==> config.mk <==
export PLATFORM = sky130hd
export DESIGN_NAME = mma_result_drain_flat
export DESIGN_NICKNAME = d
export VERILOG_FILES = /design/src/rtl/mma_result_drain_if.sv /design/src/rtl/mma_result_drain.sv /design/src/flat_wrapper.sv
export SDC_FILE = /design/constraint.sdc
export NUM_CORES = 1
export LEC_CHECK = 0
export CORE_MARGIN = 2
export CORE_UTILIZATION = 58
export DETAILED_ROUTE_END_ITERATION = 10
export DONT_BUFFER_PORTS = 1
export PLACE_DENSITY = 0.86
export SLEW_MARGIN = 20
export SYNTH_ARGS = -nofsm -noshare
export SYNTH_HDL_FRONTEND = slang
export SYNTH_SLANG_ARGS = --single-unit
==> constraint.sdc <==
create_clock -name clk -period 12.5 [get_ports clk]
set_clock_uncertainty 0.15 [all_clocks]
set_input_delay 2.5 -clock clk [delete_from_list [all_inputs] [get_ports clk]]
set_output_delay 2.5 -clock clk [all_outputs]
set_load 0.02 [all_outputs]
==> src/rtl/mma_result_drain_if.sv <==
// Result stream leaving mma_result_drain: one accumulator element per valid/ready transfer.
interface mma_result_drain_if #(
  parameter int N     = 4,
  parameter int ACC_W = 16
);
  localparam int IDX_W = $clog2(N*N);

  logic [ACC_W-1:0] out_data;
  logic             out_valid;
  logic             out_ready;
  logic             out_last;
  logic [IDX_W-1:0] out_idx;

  modport master (output out_data, out_valid, out_last, out_idx, input out_ready);
  modport slave  (input out_data, out_valid, out_last, out_idx, output out_ready);
endinterface

==> src/rtl/mma_result_drain.sv <==
// Snapshots the N x N MMA accumulators on capture and streams them out one per transfer.
// Define MMA_DRAIN_TRANSPOSE_EN for column-major emission (row-major otherwise).
module mma_result_drain #(
  parameter  int N     = 4,
  parameter  int ACC_W = 16,
  localparam int IDX_W = $clog2(N*N)
) (
  input  logic                 clk,
  input  logic                 reset,
  input  logic [N*N*ACC_W-1:0] c_flat,
  input  logic                 capture,
  output logic                 acc_clear,
  mma_result_drain_if.master   out,
  output logic                 busy,
  output logic                 done,
  output logic                 overrun
);
  typedef enum logic {IDLE, DRAIN} state_t;

  localparam logic [IDX_W-1:0] LAST_IDX = IDX_W'(N*N-1);

  state_t           state;
  logic [IDX_W-1:0] idx;
  logic [IDX_W-1:0] rd_addr;
  logic [ACC_W-1:0] bank [N*N];
  logic             out_valid_q;
  logic             out_last_q;
  logic             xfer;

`ifdef MMA_DRAIN_TRANSPOSE_EN
  // Emission index i maps to (r,c) = (i%N, i/N) in the row-major bank.
  assign rd_addr = IDX_W'((int'(idx) % N) * N + int'(idx) / N);
`else
  assign rd_addr = idx;
`endif

  assign xfer          = out_valid_q && out.out_ready;
  assign out.out_data  = bank[rd_addr];
  assign out.out_valid = out_valid_q;
  assign out.out_last  = out_last_q;
  assign out.out_idx   = idx;
  assign busy          = (state == DRAIN);

  // NOTE: the bank is a register array, not a RAM, so it can (and must) be cleared by reset.
  always_ff @(posedge clk or posedge reset) begin
    if (reset) begin
      state       <= IDLE;
      idx         <= '0;
      out_valid_q <= 1'b0;
      out_last_q  <= 1'b0;
      acc_clear   <= 1'b0;
      done        <= 1'b0;
      overrun     <= 1'b0;
      for (int i = 0; i < N*N; i++) bank[i] <= '0;
    end else begin
      // NOTE: non-blocking assignments so every register updates from the pre-edge values.
      acc_clear <= 1'b0;
      done      <= 1'b0;
      case (state)
        IDLE: begin
          if (capture) begin
            for (int i = 0; i < N*N; i++) bank[i] <= c_flat[i*ACC_W +: ACC_W];
            idx         <= '0;
            state       <= DRAIN;
            out_valid_q <= 1'b1;
            out_last_q  <= 1'b0;
            acc_clear   <= 1'b1;
          end
        end
        DRAIN: begin
          // A capture here would overwrite a tile still being read; flag it and drop it.
          if (capture) overrun <= 1'b1;
          if (xfer) begin
            if (idx == LAST_IDX) begin
              state       <= IDLE;
              idx         <= '0;
              out_valid_q <= 1'b0;
              out_last_q  <= 1'b0;
              done        <= 1'b1;
            end else begin
              idx        <= idx + 1'b1;
              out_last_q <= (idx == LAST_IDX - 1'b1);
            end
          end
        end
        default: state <= IDLE;
      endcase
    end
  end
endmodule

==> src/flat_wrapper.sv <==
// flat-port wrapper written by rule: the top's interface ports become plain ports
module mma_result_drain_flat 
#(
  parameter  int N     = 4,
  parameter  int ACC_W = 16,
  localparam int IDX_W = $clog2(N*N)
)
  (clk, reset, c_flat, capture, acc_clear, busy, done, overrun, out_out_data, out_out_valid, out_out_last, out_out_idx, out_out_ready);
  mma_result_drain_if #(.N(N), .ACC_W(ACC_W)) out_i ();
  input  logic clk;
  input  logic reset;
  input  logic [N*N*ACC_W-1:0] c_flat;
  input  logic capture;
  output logic acc_clear;
  output logic busy;
  output logic done;
  output logic overrun;
  output wire logic [$bits(out_i.out_data)-1:0] out_out_data;
  output wire logic [$bits(out_i.out_valid)-1:0] out_out_valid;
  output wire logic [$bits(out_i.out_last)-1:0] out_out_last;
  output wire logic [$bits(out_i.out_idx)-1:0] out_out_idx;
  input wire logic [$bits(out_i.out_ready)-1:0] out_out_ready;
  assign out_out_data = out_i.out_data;
  assign out_out_valid = out_i.out_valid;
  assign out_out_last = out_i.out_last;
  assign out_out_idx = out_i.out_idx;
  assign out_i.out_ready = out_out_ready;
  mma_result_drain #(.N(N), .ACC_W(ACC_W)) u_core (.clk(clk), .reset(reset), .c_flat(c_flat), .capture(capture), .acc_clear(acc_clear), .out(out_i), .busy(busy), .done(done), .overrun(overrun));
endmodule
==> results.py, run 1 <==
metrics = {
    "run_status": {
        "status": "finished clean",
    },
    "routing": {
        "met3_length_mm": 3.19,
        "wl_met2_mm": 14.8,
        "routed.top_layer": "met4",
        "drt-vias-per-instance": 5.88,
        "drtIter0Drc": 893,
        "drtPass1Iterations": 7,
        "wl_per_cell_um": 21.5,
        "wl_met1_mm": 12.6,
        "routed_wl_mm": 32.6,
        "drcViolationCount": 0,
        "vias": 8889,
        "postRouteAntennaNets": 0,
    },
    "yosys": {
        "syn-mean-instance-area_um2": 9.47,
        "synth_fp_nets": 1522,
        "synth-seq-cells": 266,
        "ys_warn_count": 0,
        "netlist_instances": 1260,
        "synth.distinct_cells": 27,
        "yosysSeqAreaShare_pct": 55.8,
        "syn_area_mm2": 0.0119,
    },
    "sta": {
        "finalCritPeriodShare_pct": 46.0,
        "setup-tns-final_ps": 0,
        "fin_crit_ps": 5760,
        "worst_pin_slew_ps": 1260,
        "finalSetupViolCount": 0,
        "setup_ws_ps": 6740,
        "slew_headroom_pct": 16.1,
        "rsz0062_at_grt": "false",
        "timing.final.hold_violations": 0,
        "slew_violations": 0,
        "max_freq_mhz": 174,
    },
    "setup_path": {
        "worstPathRequired_ps": 9850,
        "max_stage_delay_ps": 780,
        "critPathMaxFanout": 36,
        "cp.arrival_ps": 3110,
        "slowest_stage": "dfrtp_4",
        "worst_setup_path_end_kind": "output pin",
        "path_cells": "buf_4 > mux4_2 > o22ai_1 > nor2_1",
        "worst-setup-path-type": "reg -> out",
        "crit_path_start_kind": "register",
        "reg2reg_depth": 5,
    },
    "clocking": {
        "post_cts_buffers": 0,
        "postCtsResizedCells": 0,
        "cts_buffers": 29,
        "insertion_delay_ps": 540,
        "htreeDepth": 1,
        "cts_num_sinks": 266,
        "clkTransAtPathRegs_ps": 60,
        "clockBufferDepth": 3,
        "cts_tree": "done",
        "clock-root-buffer": "clkbuf_16",
        "cts_hold_buf": 0,
    },
    "power_and_ir_drop": {
        "power_density_mw_per_mm2": 212,
        "pwr-share-clk_pct": 32.4,
        "power_frac_comb_pct": 26.6,
        "p_int_mw": 1.81,
        "p_sw_share_pct": 33.7,
        "max-vdd-ir-drop_mv": 0.110,
        "seq_power_share_pct": 40.9,
        "leakage_nw": 6.62,
        "finalPower_mw": 2.73,
        "p_sw_mw": 0.919,
    },
    "final_layout": {
        "final_common_cell": "nand2_1",
        "layout_common_cells": "nand2_1 (771), dfrtp_1 (263), mux4_2 (59)",
        "nNetsFinal": 1481,
        "layout-drive-gt1-share_pct": 9.51,
        "synthToLayoutAreaGrowth_pct": 8.05,
    },
    "place": {
        "place_ws_ps": 7300,
        "port_buffers": 0,
        "place.gp.congestion": 0.947,
        "dp_hpwl_mm": 23.0,
    },
    "global_routing": {
        "grt_pass1_vias": 8747,
        "antenna_found_initial": 1,
        "grt_pass1_wl_mm": 49.8,
        "track_usage_pct": 30.3,
        "overflow": 0,
        "grt_max_degree": 260,
    },
    "floorplanning": {
        "die_h_um": 147,
        "initial_utilization_pct": 58.9,
        "rows": 52,
        "die_area_mm2": 0.0217,
        "die_x_um": 147,
        "core_mm2": 0.0202,
        "ios": 286,
    },
    "worst_hold_path": {
        "hold_depth": 2,
        "hold_path_class": "reg -> reg",
    },
    "run": {
        "cap_violations": 0,
    },
}
logic make-up (layout without fill, tap and decap cells):
group	after synthesis	count (layout)	share of synthesized area, %
simple gates	806	806	25.6
flops	266	266	55.8
buf+inv	81	62	3.94
mux	64	64	12.2
compound gates	40	40	2.08
fa+ha+maj	2	2	0.210
xor+xnor	1	1	0.0735
other cells	0	1	0
routing by layer:
metal	track usage (%)	vias up
met5	0	-
met1	41.6	4339
met3	7.50	101
li1	-	3953
met4	16.1	0
met2	45.4	496
flip-flops by register name, summed over array words and instances (netlist names):
signal / cells
u_core.overrun: 1
u_core.acc_clear: 1
u_core.out.out_last: 1
u_core.busy: 1
u_core.bank: 256
u_core.out.out_idx: 4
u_core.out.out_valid: 1
u_core.done: 1
Yosys cell counts:
master	n	area share [%]
o31ai_1	1	0.063
a21o_1	1	0.063
ha_1	2	0.21
or2_2	1	0.052
mux4_2	59	11
buf_6	7	0.66
o21ai_0	3	0.13
o22ai_1	32	1.7
and3_1	1	0.052
nand3_1	6	0.25
dfrtp_1	266	56
nand2_1	771	24
clkbuf_1	8	0.25
inv_2	1	0.031
o21a_1	1	0.063
buf_2	57	2.4
a21oi_1	2	0.084
nand2_4	1	0.094
inv_1	2	0.063
mux4_1	5	1.1
xor2_1	1	0.073
buf_12	2	0.34
clkbuf_2	2	0.084
nand4b_1	1	0.073
nand2b_1	3	0.16
buf_4	2	0.13
nor2_1	22	0.69
power groups by stage:
stage	combinational (mW)	clock, mW	sequential [mW]
floorplan	0.653	0	1.04
global placement	0.701	0	1.12
detailed placement	0.719	0	1.13
CTS	0.726	0.892	1.11
global route	0.777	0.925	1.13
finish	0.727	0.885	1.12
metrics by stage:
step | util (%) | cells | instance area (µm²) | hold slack [ps]
floorplan | - | 1260 | 11900 | 287
global placement | 58.8 | 1458 | 11900 | 299
detailed placement | 58.8 | 1458 | 11900 | 309
CTS | 63.7 | 1511 | 12900 | 325
global route | 63.7 | 1512 | 12900 | 339
finish | 63.7 | 1512 | 12900 | 318
worst paths after layout:
| check | start | end | slack, ps |
|---|---|---|---|
| min in group asynchronous | reset | u_core.done | 1760 |
| setup reg to reg | u_core.busy | u_core.bank[232] | 9690 |
| setup / recovery | u_core.out.out_idx[1] | out_out_data[4] | 6740 |
| hold reg to reg | u_core.bank[215] | u_core.bank[215] | 320 |
| max in group asynchronous | reset | u_core.bank[218] | 8320 |
| hold / removal | u_core.bank[215] | u_core.bank[215] | 320 |
final cells by class:
type                            count  area [µm²]
Tap cell                          270         338
Clock inverter                     14         205
Clock buffer                       39         783
Inverter                            3        26.3
Multi-Input combinational cell    913        4810
Timing Repair Buffer                6        61.3
Antenna cell                        1        2.50
Fill cell                        1572        7350
Sequential cell                   266        6660
worst max-delay path, delay by kind of cell, from the launching register on:
family | cells | cell delay (ps)
muxes | 1 | 620
AOI/OAI and AO/OA | 1 | 290
DFF | 1 | 780
and+or+nand+nor | 1 | 210
buffers and inverters | 1 | 640
Power figures use the tool's default switching activity.
==> inputs of run 2 (changes only) <==
--- a/config.mk
+++ b/config.mk
@@ -5,6 +5,7 @@
 export SDC_FILE = /design/constraint.sdc
 export NUM_CORES = 1
 export LEC_CHECK = 0
+export ABC_AREA = 1
 export CORE_MARGIN = 2
 export CORE_UTILIZATION = 58
 export DETAILED_ROUTE_END_ITERATION = 10
==> constraint.sdc (replaced) <==
create_clock -name clk -period 5.55 [get_ports clk]
set_clock_uncertainty 0.15 [all_clocks]
set_input_delay 1.11 -clock clk [delete_from_list [all_inputs] [get_ports clk]]
set_output_delay 1.11 -clock clk [all_outputs]
set_load 0.02 [all_outputs]
==> run 2 against run 1 <==
Critical path depth is 3 higher; critical path type unchanged; cell area is 7.5% higher; non-clock buffer count is 6 higher; clock-buffer cell count is 3 lower; flip-flop and latch count stayed put; sequential power is 73% higher; cell count is 30% higher; highest routed layer unchanged; critical endpoint is now out_out_data[0]; largest cell class unchanged; synthesized area is 8.3% higher; via count is 23% higher.
==> results.py, run 2 <==
metrics = {
    "final_layout": {
        "nNetsFinal": 1928,
        "fillers": 1877,
        "layout_common_cells": "nand2_1 (624), inv_1 (275), dfrtp_1 (264)",
        "diodes": 0,
        "largest_reg_flops": 256,
        "synthToLayoutAreaGrowth_pct": 7.34,
        "layout-drive-gt1-share_pct": 4.15,
        "regMostFlops": "u_core.bank",
        "final_common_cell": "nand2_1",
    },
    "power_and_ir_drop": {
        "p_int_mw": 3.17,
        "power_frac_comb_pct": 1.0,
        "leakage_nw": 6.81,
        "p_sw_mw": 0.822,
        "pwr-share-clk_pct": 50.4,
        "power_density_mw_per_mm2": 288,
        "max-vdd-ir-drop_mv": 0.234,
        "seq_power_share_pct": 48.6,
        "p_sw_share_pct": 20.6,
    },
    "routing": {
        "drcViolationCount": 0,
        "wl_per_cell_um": 18.6,
        "routed_wl_mm": 36.5,
        "drtPass1Iterations": 5,
        "postRouteAntennaNets": 0,
        "drt-vias-per-instance": 5.54,
        "vias": 10894,
        "drtIter0Drc": 1158,
    },
    "yosys": {
        "netlist_instances": 1728,
        "synth_fp_nets": 1990,
        "syn-mean-instance-area_um2": 7.47,
        "synth_top_cell_by_area": "dfrtp_1",
        "synthTopCellsByArea": "dfrtp_1 (52%), nand2_1 (18%), o21ai_0 (9.1%)",
        "synth-main-ff-cell": "dfrtp_1",
        "synth_largest_type_area_fraction_pct": 51.6,
        "async_flop_share_pct": 100,
        "yosysSeqAreaShare_pct": 51.6,
        "synth.most_common_cell": "nand2_1",
        "ys_warn_count": 0,
        "synth-edff-count": 0,
        "synth-seq-cells": 266,
        "syn_area_mm2": 0.0129,
        "synthTopCellsByCount": "nand2_1 (624), inv_1 (276), dfrtp_1 (266), o21ai_0 (234), nand3_1 (180)",
        "synth.distinct_cells": 22,
    },
    "floorplanning": {
        "ios": 286,
        "initial_utilization_pct": 59.2,
        "die_h_um": 153,
        "die_x_um": 153,
        "die_area_mm2": 0.0235,
        "rows": 54,
        "core_mm2": 0.0218,
    },
    "place": {
        "port_buffers": 0,
        "dp_hpwl_mm": 25.5,
        "place.gp.congestion": 0.941,
    },
    "clocking": {
        "clkTransAtPathRegs_ps": 60,
        "cts_buffers": 28,
        "postCtsResizedCells": 0,
        "clock-root-buffer": "clkbuf_16",
        "htreeDepth": 1,
        "cts_tree": "done",
        "clockBufferDepth": 3,
        "insertion_delay_ps": 540,
        "cts_hold_buf": 0,
        "cts_num_sinks": 266,
        "post_cts_buffers": 0,
    },
    "global_routing": {
        "antenna_found_initial": 0,
        "grt_max_degree": 328,
        "overflow": 0,
        "grt_pass1_wl_mm": 56.8,
        "track_usage_pct": 30.7,
        "grt_pass1_vias": 10432,
    },
    "setup_path": {
        "worst-setup-path-type": "reg -> out",
        "max_stage_delay_ps": 790,
        "worst_setup_path_end_kind": "output pin",
        "critPathMaxFanout": 91,
        "crit_path_start_kind": "register",
        "cp.arrival_ps": 3190,
        "worstPathRequired_ps": 4290,
        "cp_common_cell": "nand3_1",
        "path_cells": "inv_4 > buf_4 > nand2_1 > nand3_1 > nand3_1 > nand3_1 > nand2_1",
        "slowest_stage": "inv_4",
    },
    "sta": {
        "rsz0062_at_grt": "false",
        "finalSetupViolCount": 0,
        "fin_crit_ps": 4450,
        "max_freq_mhz": 225,
        "hold_slack_ps": 210,
        "finalCritPeriodShare_pct": 80.2,
        "timing.final.hold_violations": 0,
        "worst_pin_slew_ps": 965,
        "setup-tns-final_ps": 0,
        "slew_violations": 0,
        "slew_headroom_pct": 35.7,
    },
    "run": {
        "cap_violations": 0,
    },
    "run_status": {
        "status": "finished clean",
    },
    "worst_hold_path": {
        "hold_path_class": "in -> async",
    },
}
run 2: kinds of logic after synthesis:
family                   after synthesis  share of synthesized area (%)
AND/OR/NAND/NOR                      810                           25.4
adder cells (fa/ha/maj)                2                          0.194
AO/OA/AOI/OAI                        263                           10.2
buffers and inverters                387                           12.7
flip-flops                           266                           51.6
run 2: path summary, 6_finish.rpt:
| kind | from | to | slack, ps | cells after the start |
|---|---|---|---|---|
| hold reg to reg | u_core.bank[255] | u_core.bank[255] | 350 | 2 |
| setup / recovery | u_core.out.out_idx[0] | out_out_data[0] | 1100 | 7 |
| min in group clk | u_core.bank[255] | u_core.bank[255] | 350 | 2 |
| setup reg to reg | u_core.out.out_idx[0] | u_core.out.out_idx[3] | 2770 | 7 |
| max in group asynchronous | reset | u_core.bank[22] | 3980 | 2 |
| hold / removal | reset | u_core.bank[186] | 210 | 1 |
run 2: metal layers:
metal  GRT usage (%)  vias to the layer above  wire (µm)
li1                -                     5161          -
met3            4.73                       96       3390
met4            12.0                        0       1480
met5               0                        -          0
met2            46.6                      564      16600
met1            44.7                     5073      15100
run 2: area by class of cell:
class                   count  area (µm²)  share of cell area, %
repair buffers             12         148                   1.07
multi-input cells        1075        4620                   33.3
flip-flops and latches    266        6660                   48.1
inverters                 283        1080                   7.80
well taps                 280         350                   2.53
clock buffers              36         782                   5.64
clock inverters            16         215                   1.55
run 2: through the flow:
stage,setup WS [ps],instance area [µm²],total power [mW],utilization (%),instances
after global routing,920,13900,4.10,63.5,1968
after floorplan,779,12900,2.00,-,1728
after global placement,1750,12800,2.02,58.8,1915
after CTS,1160,13800,4.02,63.4,1967
final,1100,13900,3.99,63.5,1968
after detailed placement,1750,12800,2.02,58.8,1915
run 2: critical path: cells and delay by family, from the launching register on:
family / cells / cell delay, ps
AND/OR/NAND/NOR: 5 / 650
buffers and inverters: 2 / 1170
flip-flops: 1 / 750
run 2: power by group through the flow:
stage / clock network, mW / registers [mW] / logic [mW]
after floorplan: 0 / 1.98 / 0.0285
after global placement: 0 / 1.97 / 0.0416
after detailed placement: 0 / 1.97 / 0.0427
after CTS: 2.04 / 1.94 / 0.0427
after global routing: 2.12 / 1.94 / 0.0481
final: 2.01 / 1.94 / 0.0397
==> inputs of run 3 (changes only) <==
--- a/config.mk
+++ b/config.mk
@@ -10,7 +10,7 @@
 export CORE_UTILIZATION = 58
 export DETAILED_ROUTE_END_ITERATION = 10
 export DONT_BUFFER_PORTS = 1
-export PLACE_DENSITY = 0.86
+export PLACE_DENSITY = 0.88
 export SLEW_MARGIN = 20
 export SYNTH_ARGS = -nofsm -noshare
 export SYNTH_HDL_FRONTEND = slang
==> constraint.sdc (replaced) <==
create_clock -name clk -period 3.85 [get_ports clk]
set_clock_uncertainty 0.15 [all_clocks]
set_input_delay 0.77 -clock clk [delete_from_list [all_inputs] [get_ports clk]]
set_output_delay 0.77 -clock clk [all_outputs]
set_load 0.02 [all_outputs]
==> run 3 against run 2 <==
Sequential share of layout area shrank 0.62 points; setup slack worse by 650 ps; first-iteration DRC count rose by 17%; flip-flop and latch count unchanged.
==> results.py, run 3 (synthesis gave the netlist of run 2 again) <==
metrics = {
    "final_layout": {
        "nNetsFinal": 1938,
        "multiInputGateArea_mm2": 0.00462,
        "layout-drive-gt1-share_pct": 4.65,
        "synthToLayoutAreaGrowth_pct": 8.73,
        "final_common_cell": "nand2_1",
        "regMostFlops": "u_core.bank",
        "seq_area_mm2": 0.00666,
        "fillers": 1827,
        "final_area_mm2": 0.0140,
        "largest_reg_flops": 256,
        "finish.utilization_pct": 64.3,
        "layout_common_cells": "nand2_1 (624), inv_1 (275), dfrtp_1 (264)",
    },
    "sta": {
        "finalSetupViolCount": 0,
        "slew_headroom_pct": 55.9,
        "fin_crit_ps": 3400,
        "hold_slack_ps": 202,
        "slew_violations": 0,
        "rsz0062_at_grt": "false",
        "worst_pin_slew_ps": 661,
        "setup-tns-final_ps": 0,
        "timing.final.hold_violations": 0,
        "finalCritPeriodShare_pct": 88.3,
        "max_freq_mhz": 294,
    },
    "place": {
        "port_buffers": 0,
        "dp_hpwl_mm": 25.6,
        "place.gp.congestion": 0.890,
        "postPlaceCellArea_mm2": 0.0130,
    },
    "power_and_ir_drop": {
        "leakage_nw": 6.90,
        "max-vdd-ir-drop_mv": 0.286,
        "finalPower_mw": 5.84,
        "power_density_mw_per_mm2": 416,
    },
    "global_routing": {
        "grt_pass1_wl_mm": 57.5,
        "grt_max_degree": 182,
        "overflow": 0,
        "track_usage_pct": 31.0,
        "grt_pass1_vias": 10843,
        "antenna_found_initial": 1,
    },
    "worst_hold_path": {
        "hold_path_class": "in -> reg",
        "hold_depth": 2,
        "min-delay-start": "c_flat[44]",
        "hold_end": "u_core.bank[220]",
    },
    "setup_path": {
        "crit_path_start_kind": "register",
        "worst-setup-path-type": "reg -> out",
        "worst_setup_path_end_kind": "output pin",
        "reg2reg_depth": 6,
        "worstPathRequired_ps": 2930,
        "cp.arrival_ps": 2480,
        "rrSetupSlack_ps": 1550,
        "critPathMaxFanout": 47,
        "r2r_end": "u_core.bank[227]",
        "reg2reg_from": "u_core.busy",
    },
    "clocking": {
        "cts_num_sinks": 266,
        "postCtsResizedCells": 0,
        "clockBufferDepth": 3,
        "clock-root-buffer": "clkbuf_16",
        "cts_tree": "done",
        "cts_buffers": 28,
        "insertion_delay_ps": 540,
        "htreeDepth": 1,
        "clkTransAtPathRegs_ps": 60,
    },
    "routing": {
        "postRouteAntennaNets": 0,
        "drtPass1Iterations": 8,
        "routed_wl_mm": 36.5,
        "wl_per_cell_um": 18.5,
        "drt-vias-per-instance": 5.56,
        "drtIter0Drc": 1358,
        "vias": 11002,
        "drcViolationCount": 0,
    },
    "floorplanning": {
        "core_mm2": 0.0218,
        "die_x_um": 153,
        "rows": 54,
        "initial_utilization_pct": 59.2,
        "die_h_um": 153,
        "ios": 286,
        "die_area_mm2": 0.0235,
    },
    "run": {
        "cap_violations": 0,
    },
    "run_status": {
        "status": "finished clean",
    },
}
run 3: cell count changes in the layout (fill, tap and decap cells not counted), moves of 4 or more:
cell and delta:
buf_12 +6, clkbuf_8 +6, buf_4 +4, clkinv_2 -4
run 3: report_power, final:
part                   switching, mW  total [mW]  internal (mW)
Combinational                 0.0560      0.0659        0.00989
Sequential     0.0000000000000000457        2.80           2.80
Clock                           1.10        2.98           1.88
Total                           1.16        5.84           4.68
run 3: worst max-delay path, cell delays in order, from the launching register on:
cell	delay, ps
dfrtp_4	500
inv_4	380
buf_12	310
nand2_1	90
nand3_1	130
nand2_1	80
nand2_1	60
nand2_1	110
inv_1	70
nand2_1	190
run 3: layout make-up:
type | instances | area share, %
inverter | 283 | 7.70
clock buffer | 42 | 6.16
antenna | 1 | 0.0178
sequential | 266 | 47.5
timing repair buffer | 22 | 2.00
clock inverter | 10 | 1.27
tap | 280 | 2.50
multi-input combinational | 1075 | 32.9
run 3: worst max-delay path by stage:
stage / from / end / slack [ps] / depth (start not counted)
floorplan: reset / u_core.acc_clear / -580 / 1
global placement: u_core.out.out_idx[0] / out_out_data[1] / 990 / 9
detailed placement: u_core.out.out_idx[0] / out_out_data[1] / 1000 / 9
CTS: u_core.out.out_idx[0] / out_out_data[1] / 430 / 9
global route: u_core.out.out_idx[0] / out_out_data[2] / 330 / 9
finish: u_core.out.out_idx[0] / out_out_data[2] / 450 / 9
run 3: timing repair:
action,in CTS,in global routing
buffers inserted,0,0
hold endpoints to repair,0,14
hold buffers,0,1
run 3: layer usage:
metal	routed length [µm]	GRT usage (%)	up-vias
met1	14600	42.1	5089
met3	3700	7.03	100
met2	16600	48.1	618
met5	0	0	-
met4	1670	13.5	0
li1	-	-	5195
run 3: metrics by stage:
| stage | worst slack [ps] | cells |
|---|---|---|
| 5_1_grt | 331 | 1978 |
| 4_1_cts | 433 | 1976 |
| 2_1_floorplan | -581 | 1728 |
| 6_report | 450 | 1979 |
| 3_5_place_dp | 1000 | 1924 |
| 3_3_place_gp | 995 | 1924 |
